[src/rtl/gsm_pkg.sv]
// Shared types and constants for the GSM AT-command sender.
package gsm_pkg;

    typedef enum logic [2:0] {
        StIdle,
        StLoad,
        StStart,
        StData,
        StStop,
        StGap
    } state_e;

    localparam logic [7:0] AT_CR  = 8'h0D;
    localparam logic [7:0] AT_LF  = 8'h0A;
    localparam logic [7:0] CTRL_Z = 8'h1A;

    function automatic int unsigned clog2(input int unsigned value);
        int unsigned r;
        r = 0;
        while ((64'd1 << r) < 64'(value)) begin
            r++;
        end
        return r;
    endfunction

endpackage

[src/rtl/gsm_cmd_rom.sv]
// Command string table: (channel, byte index) -> {last flag, byte}.
module gsm_cmd_rom import gsm_pkg::*; #(
    parameter int unsigned N_CH    = 3,
    parameter int unsigned MAX_LEN = 32,
    localparam int unsigned CHW    = (N_CH > 1) ? clog2(N_CH) : 1,
    localparam int unsigned IW     = (MAX_LEN > 1) ? clog2(MAX_LEN) : 1
) (
    input  logic [CHW-1:0] ch_i,
    input  logic [IW-1:0]  idx_i,
    output logic           last_o,
    output logic [7:0]     data_o
);

    localparam int unsigned Len0 = 3;
    localparam int unsigned Len1 = 10;
    localparam int unsigned Len2 = 26;

    // Strings are stored first-character-in-MSB.
    localparam logic [8*Len0-1:0] Str0 = {"AT", AT_CR};
    localparam logic [8*Len1-1:0] Str1 = {"AT+CMGF=1", AT_CR};
    localparam logic [8*Len2-1:0] Str2 = {"AT+CMGS=\"+15551234\"", AT_CR, "ALARM", CTRL_Z};

    logic [31:0] ch;
    logic [31:0] idx;

    always_comb begin
        ch     = 32'(ch_i);
        idx    = 32'(idx_i);
        last_o = 1'b1;
        data_o = 8'h00;
        case (ch)
            32'd0: begin
                if (idx < Len0) begin
                    data_o = Str0[8*(Len0-1-idx) +: 8];
                    last_o = (idx == Len0 - 1);
                end
            end
            32'd1: begin
                if (idx < Len1) begin
                    data_o = Str1[8*(Len1-1-idx) +: 8];
                    last_o = (idx == Len1 - 1);
                end
            end
            32'd2: begin
                if (idx < Len2) begin
                    data_o = Str2[8*(Len2-1-idx) +: 8];
                    last_o = (idx == Len2 - 1);
                end
            end
            default: ;
        endcase
    end

endmodule

[src/rtl/gsm_cmd_sender.sv]
// Latches per-channel triggers, arbitrates by fixed priority and streams the
// selected command string out of an 8N1 UART.
module gsm_cmd_sender import gsm_pkg::*; #(
    parameter int unsigned CLK_HZ   = 50000000,
    parameter int unsigned BAUD     = 9600,
    parameter int unsigned N_CH     = 3,
    parameter int unsigned MAX_LEN  = 32,
    parameter int unsigned GAP_BITS = 10,
    localparam int unsigned CHW     = (N_CH > 1) ? clog2(N_CH) : 1
) (
    input  logic            clk_i,
    input  logic            rst_i,
    input  logic [N_CH-1:0] trig_i,
    input  logic            clr_pending_i,
    output logic            tx_o,
    output logic            busy_o,
    output logic [CHW-1:0]  active_ch_o,
    output logic            msg_done_o,
    output logic [N_CH-1:0] pending_o
);

    localparam int unsigned DIV = CLK_HZ / BAUD;
    localparam int unsigned BW  = clog2(DIV);
    localparam int unsigned IW  = (MAX_LEN > 1) ? clog2(MAX_LEN) : 1;
    localparam int unsigned CW  = clog2((GAP_BITS > 8) ? GAP_BITS : 8);

    localparam logic [BW-1:0] BaudLast = BW'(DIV - 1);
    localparam logic [CW-1:0] GapLast  = CW'(GAP_BITS - 1);
    localparam logic [IW-1:0] IdxLast  = IW'(MAX_LEN - 1);

    state_e          state_q, state_d;
    logic [N_CH-1:0] trig_q;
    logic [N_CH-1:0] pending_q, pending_d;
    logic [CHW-1:0]  ch_q, ch_d;
    logic [IW-1:0]   idx_q, idx_d;
    logic [7:0]      shreg_q, shreg_d;
    logic            last_q, last_d;
    logic [BW-1:0]   baud_q, baud_d;
    logic [CW-1:0]   bit_q, bit_d;
    logic            msg_done_q;

    logic [N_CH-1:0] rise;
    logic [CHW-1:0]  sel;
    logic            grant;
    logic            baud_tick;
    logic            str_end;
    logic            msg_end;
    logic            rom_last;
    logic [7:0]      rom_data;

    gsm_cmd_rom #(
        .N_CH    (N_CH),
        .MAX_LEN (MAX_LEN)
    ) u_rom (
        .ch_i   (ch_q),
        .idx_i  (idx_q),
        .last_o (rom_last),
        .data_o (rom_data)
    );

    assign rise      = trig_i & ~trig_q;
    assign grant     = (state_q == StIdle) && (|pending_q);
    assign baud_tick = (baud_q == BaudLast);
    assign str_end   = last_q || (idx_q == IdxLast);
    assign msg_end   = (state_q == StStop) && baud_tick && str_end;

    always_comb begin
        sel = '0;
        for (int i = int'(N_CH) - 1; i >= 0; i--) begin
            if (pending_q[i]) sel = CHW'(i);
        end
    end

    // A fresh rise overrides both the clear strobe and the grant of its own bit.
    always_comb begin
        pending_d = pending_q;
        if (clr_pending_i) pending_d = '0;
        if (grant) pending_d[sel] = 1'b0;
        pending_d = pending_d | rise;
    end

    always_ff @(posedge clk_i) begin
        if (rst_i) begin
            state_q    <= StIdle;
            trig_q     <= '0;
            pending_q  <= '0;
            ch_q       <= '0;
            idx_q      <= '0;
            shreg_q    <= '0;
            last_q     <= 1'b0;
            baud_q     <= '0;
            bit_q      <= '0;
            msg_done_q <= 1'b0;
        end else begin
            state_q    <= state_d;
            trig_q     <= trig_i;
            pending_q  <= pending_d;
            ch_q       <= ch_d;
            idx_q      <= idx_d;
            shreg_q    <= shreg_d;
            last_q     <= last_d;
            baud_q     <= baud_d;
            bit_q      <= bit_d;
            msg_done_q <= msg_end;
        end
    end

    always_comb begin
        state_d = state_q;
        ch_d    = ch_q;
        idx_d   = idx_q;
        shreg_d = shreg_q;
        last_d  = last_q;
        baud_d  = baud_q;
        bit_d   = bit_q;
        case (state_q)
            StIdle: begin
                baud_d = '0;
                bit_d  = '0;
                if (grant) begin
                    state_d = StLoad;
                    ch_d    = sel;
                    idx_d   = '0;
                end
            end
            StLoad: begin
                shreg_d = rom_data;
                last_d  = rom_last;
                baud_d  = '0;
                bit_d   = '0;
                state_d = StStart;
            end
            StStart: begin
                if (baud_tick) begin
                    baud_d  = '0;
                    state_d = StData;
                end else begin
                    baud_d = baud_q + 1'b1;
                end
            end
            StData: begin
                if (baud_tick) begin
                    baud_d  = '0;
                    shreg_d = {1'b0, shreg_q[7:1]};
                    if (bit_q == CW'(7)) begin
                        bit_d   = '0;
                        state_d = StStop;
                    end else begin
                        bit_d = bit_q + 1'b1;
                    end
                end else begin
                    baud_d = baud_q + 1'b1;
                end
            end
            StStop: begin
                if (baud_tick) begin
                    baud_d = '0;
                    if (str_end) begin
                        state_d = StGap;
                    end else begin
                        idx_d   = idx_q + 1'b1;
                        state_d = StLoad;
                    end
                end else begin
                    baud_d = baud_q + 1'b1;
                end
            end
            StGap: begin
                if (baud_tick) begin
                    baud_d = '0;
                    if (bit_q == GapLast) begin
                        bit_d   = '0;
                        state_d = StIdle;
                    end else begin
                        bit_d = bit_q + 1'b1;
                    end
                end else begin
                    baud_d = baud_q + 1'b1;
                end
            end
            default: state_d = StIdle;
        endcase
    end

    always_comb begin
        tx_o        = 1'b1;
        busy_o      = (state_q != StIdle);
        active_ch_o = ch_q;
        msg_done_o  = msg_done_q;
        pending_o   = pending_q;
        case (state_q)
            StStart: tx_o = 1'b0;
            StData:  tx_o = shreg_q[0];
            default: tx_o = 1'b1;
        endcase
    end

endmodule

[config.mk]
export PLATFORM = sky130hd
export DESIGN_NAME = gsm_cmd_sender
export DESIGN_NICKNAME = d
export VERILOG_FILES = /design/src/rtl/gsm_pkg.sv /design/src/rtl/gsm_cmd_rom.sv /design/src/rtl/gsm_cmd_sender.sv
export SDC_FILE = /design/constraint.sdc
export NUM_CORES = 1
export LEC_CHECK = 0
export BUFFER_PORTS_ARGS = -buffer_cell sky130_fd_sc_hd__buf_2
export CAP_MARGIN = 20
export CELL_PAD_IN_SITES_DETAIL_PLACEMENT = 1
export CELL_PAD_IN_SITES_GLOBAL_PLACEMENT = 1
export CORE_MARGIN = 2
export CORE_UTILIZATION = 45
export DETAILED_ROUTE_END_ITERATION = 8
export GPL_TIMING_DRIVEN = 0
export HOLD_SLACK_MARGIN = 0.02
export PLACE_DENSITY = 0.78
export SYNTH_ARGS = -nofsm -noshare
export SYNTH_HDL_FRONTEND = slang
export SYNTH_SLANG_ARGS = --single-unit
export TNS_END_PERCENT = 5
[constraint.sdc]
create_clock -name clk_i -period 6.5 [get_ports clk_i]
set_clock_uncertainty 0.1 [all_clocks]
set_input_delay 0.975 -clock clk_i [delete_from_list [all_inputs] [get_ports clk_i]]
set_output_delay 0.975 -clock clk_i [all_outputs]
set_load 0.01 [all_outputs]
==> results.json <==
{
  "outcome": "finished, final reports clean",
  "cts_setup_buffers": 0,
  "nets": 461,
  "post_cts_resized": 0,
  "cts_buffers": 5,
  "grt_max_degree": 14,
  "seq_area_frac_synth_pct": 25.3,
  "diodes": 0,
  "crit_fanout": 10,
  "dp_cells": 537,
  "cts_tree": "built",
  "endpoint_kind": "register",
  "path_clk_slew_ns": 0.09,
  "critPathKind": "register to register",
  "hold_viol": 0,
  "cp.required_ns": 6.61,
  "num_rows": 31,
  "grt.overflow.total": 0,
  "max-cap-violations": 0,
  "dieHeight_microns": 90.0,
  "slew_headroom_pct": 42.9,
  "layout.cells.non_filler": 545,
  "drive_above_1_share_pct": 13.9,
  "syn_area_sq_um": 3330,
  "pin_count": 14,
  "fmax_mhz": 319,
  "dpl.hpwl_mm": 8.13,
  "rsz0062_at_grt": "no",
  "async_flop_share_pct": 0,
  "root_buffer": "clkbuf_8",
  "drc": 0,
  "worstRegToRegCells": 9,
  "start_kind": "register",
  "drt_wl_total_mm": 11.2,
  "arrival_ns": 3.25,
  "synthFlopType": "dfxtp_1",
  "drv_slew": 0,
  "p_per_area_nw_per_um2": 228,
  "die_w_microns": 90.0,
  "ir_drop_v": 0.000132,
  "start_util_pct": 46.1,
  "syn_nets": 441,
  "hold_ws_ns": 0.374,
  "finalCritPeriodShare_pct": 48.3,
  "initialDrtViolationCount": 166,
  "drt-pass1-iter-count": 4,
  "clock_path_buffers": 2,
  "core_sq_um": 7210,
  "area_growth_pct": 8.53,
  "routabilityCongestion": 0.975,
  "htree_levels": 2,
  "ant_nets": 0,
  "port_buffers": 13,
  "netlist_instances": 425,
  "tns_ns": 0,
  "hold_path.class": "register to register",
  "grt_pass1_wl_mm": 18.7,
  "dr_total_vias": 3506,
  "yosysUniqueCellTypes": 84,
  "grt_pass1_vias": 3574,
  "antenna_found_initial": 0,
  "synth-edff-count": 0,
  "ys_ff_latch": 42,
  "vias_per_cell": 6.43,
  "fillers": 934,
  "min_path_cells": 2,
  "grtUsageTotal_pct": 28.3,
  "ys.warnings.count": 0,
  "tightestPinTransition_ns": 0.850,
  "insertion_delay_ns": 0.30,
  "period_needed_ns": 3.14,
  "wl_per_cell_microns": 20.6,
  "die-area_sq_um": 8100,
  "cts_sinks": 42,
  "p_leak_nw": 1.31,
  "hold_buffers": 0,
  "setup_violations": 0,
  "syn_area_per_cell_sq_um": 7.83
}
[area by class of cell]
cell class / count / area (sq um) / share of cell area [%]
clock inverters: 2 / 12.5 / 0.346
inverters: 17 / 63.8 / 1.77
plain buffers: 31 / 151 / 4.19
multi-input cells: 335 / 2270 / 62.9
clock buffers: 6 / 82.6 / 2.29
flip-flops and latches: 42 / 841 / 23.3
repair buffers: 13 / 65.1 / 1.80
well taps: 99 / 124 / 3.43
[cell usage after synthesis, types with 5 or more instances]
library cell  count  area, sq um
o31ai_1           5         37.5
nand3_1          14         70.1
nor2b_1           7         43.8
buf_2            14         70.1
a21oi_1          34          170
nand2b_1          5         31.3
nor3_1            7         35.0
clkbuf_1         10         37.5
dfxtp_1          42          841
nor3b_1           9         67.6
inv_1            16         60.1
nor2_1           36          135
o21ai_0          25          125
nor4_1            6         37.5
or3_1             7         43.8
a311oi_1          8         70.1
ha_1             10          125
nand4_1          11         68.8
nand2_1          34          128
[layer usage]
| metal | vias up | part of all wire, % | global-route usage (%) |
|---|---|---|---|
| met4 | 0 | 1.3 | 6.67 |
| met2 | 93 | 48 | 48.2 |
| met3 | 12 | 4.7 | 3.60 |
| met1 | 1747 | 46 | 38.3 |
| met5 | - | 0 | 0 |
| li1 | 1654 | - | - |
[critical path, stage by stage (launching register included)]
cell and delay (ns):
dfxtp_1 0.44, buf_2 0.26, inv_1 0.20, ha_1 0.43, buf_2 0.28, buf_1 0.47
nand3_1 0.14, a31oi_1 0.27, o221ai_1 0.20, a221oi_1 0.26
[state kept, by name, summed over array words and instances, names as in the netlist]
| register | flops |
|---|---|
| baud_q | 13 |
| shreg_q | 7 |
| idx_q | 5 |
| bit_q | 4 |
| pending_o | 3 |
| state_q | 3 |
| trig_q | 3 |
| active_ch_o | 2 |
| last_q | 1 |
| msg_done_o | 1 |
[final timing paths]
| check | slack, ns | to | from |
|---|---|---|---|
| hold / removal | 0.37 | pending_o[2] | trig_q[2] |
| setup reg to reg | 3.36 | shreg_q[6] | idx_q[1] |
| hold reg to reg | 0.37 | pending_o[2] | trig_q[2] |
| setup / recovery | 3.36 | shreg_q[6] | idx_q[1] |
[power by group]
group          leakage [nW]  internal (mW)  switching (mW)
clock                0.0472         0.0857           0.102
sequential            0.341          0.279          0.0195
combinational         0.924          0.114           0.223
[kinds of logic (layout without fill, tap and decap cells)]
family	Yosys count	count (layout)	share of synthesized area, %
muxes	3	3	0.902
AOI/OAI and AO/OA	143	143	30.6
and+or+nand+nor	170	170	30.4
DFF	42	42	25.3
xor gates and xnor gates	9	9	2.59
adders and majority gates	10	10	3.76
buffers and inverters	48	69	6.46
[per-stage QoR]
stage | instance area, sq um | total power, mW | worst slack, ns | util, %
5_1_grt | 3610 | 0.871 | 3.13 | 50.1
2_1_floorplan | 3330 | 0.537 | 4.18 | -
4_1_cts | 3610 | 0.823 | 3.41 | 50.1
3_3_place_gp | 3520 | 0.625 | 3.48 | 48.8
3_5_place_dp | 3520 | 0.633 | 3.44 | 48.8
6_report | 3610 | 0.824 | 3.36 | 50.1
[placed cells by master (no fill, tap or decap), types with 4 or more instances in the layout]
| master | netlist | layout |
|---|---|---|
| a21oi_1 | 34 | 34 |
| nor3b_1 | 9 | 9 |
| a311oi_1 | 8 | 8 |
| o211ai_1 | 4 | 4 |
| nor3_1 | 7 | 7 |
| nand3_1 | 14 | 14 |
| nor2b_1 | 7 | 7 |
| o221ai_1 | 4 | 4 |
| clkbuf_8 | 0 | 6 |
| inv_1 | 16 | 16 |
| nand2_1 | 34 | 34 |
| nor4_1 | 6 | 6 |
| ha_1 | 10 | 10 |
| nand4_1 | 11 | 11 |
| a31oi_1 | 4 | 4 |
| o31ai_1 | 5 | 5 |
| buf_2 | 14 | 27 |
| xnor2_1 | 4 | 4 |
| a31o_2 | 4 | 4 |
| nor2_1 | 36 | 36 |
| nand2b_1 | 5 | 5 |
| or3_1 | 7 | 7 |
| o21ai_0 | 25 | 25 |
| and3_1 | 4 | 4 |
| a211oi_1 | 4 | 4 |
| xor2_1 | 4 | 4 |
| clkbuf_1 | 10 | 10 |
| dfxtp_1 | 42 | 42 |
Power figures use the tool's default switching activity.
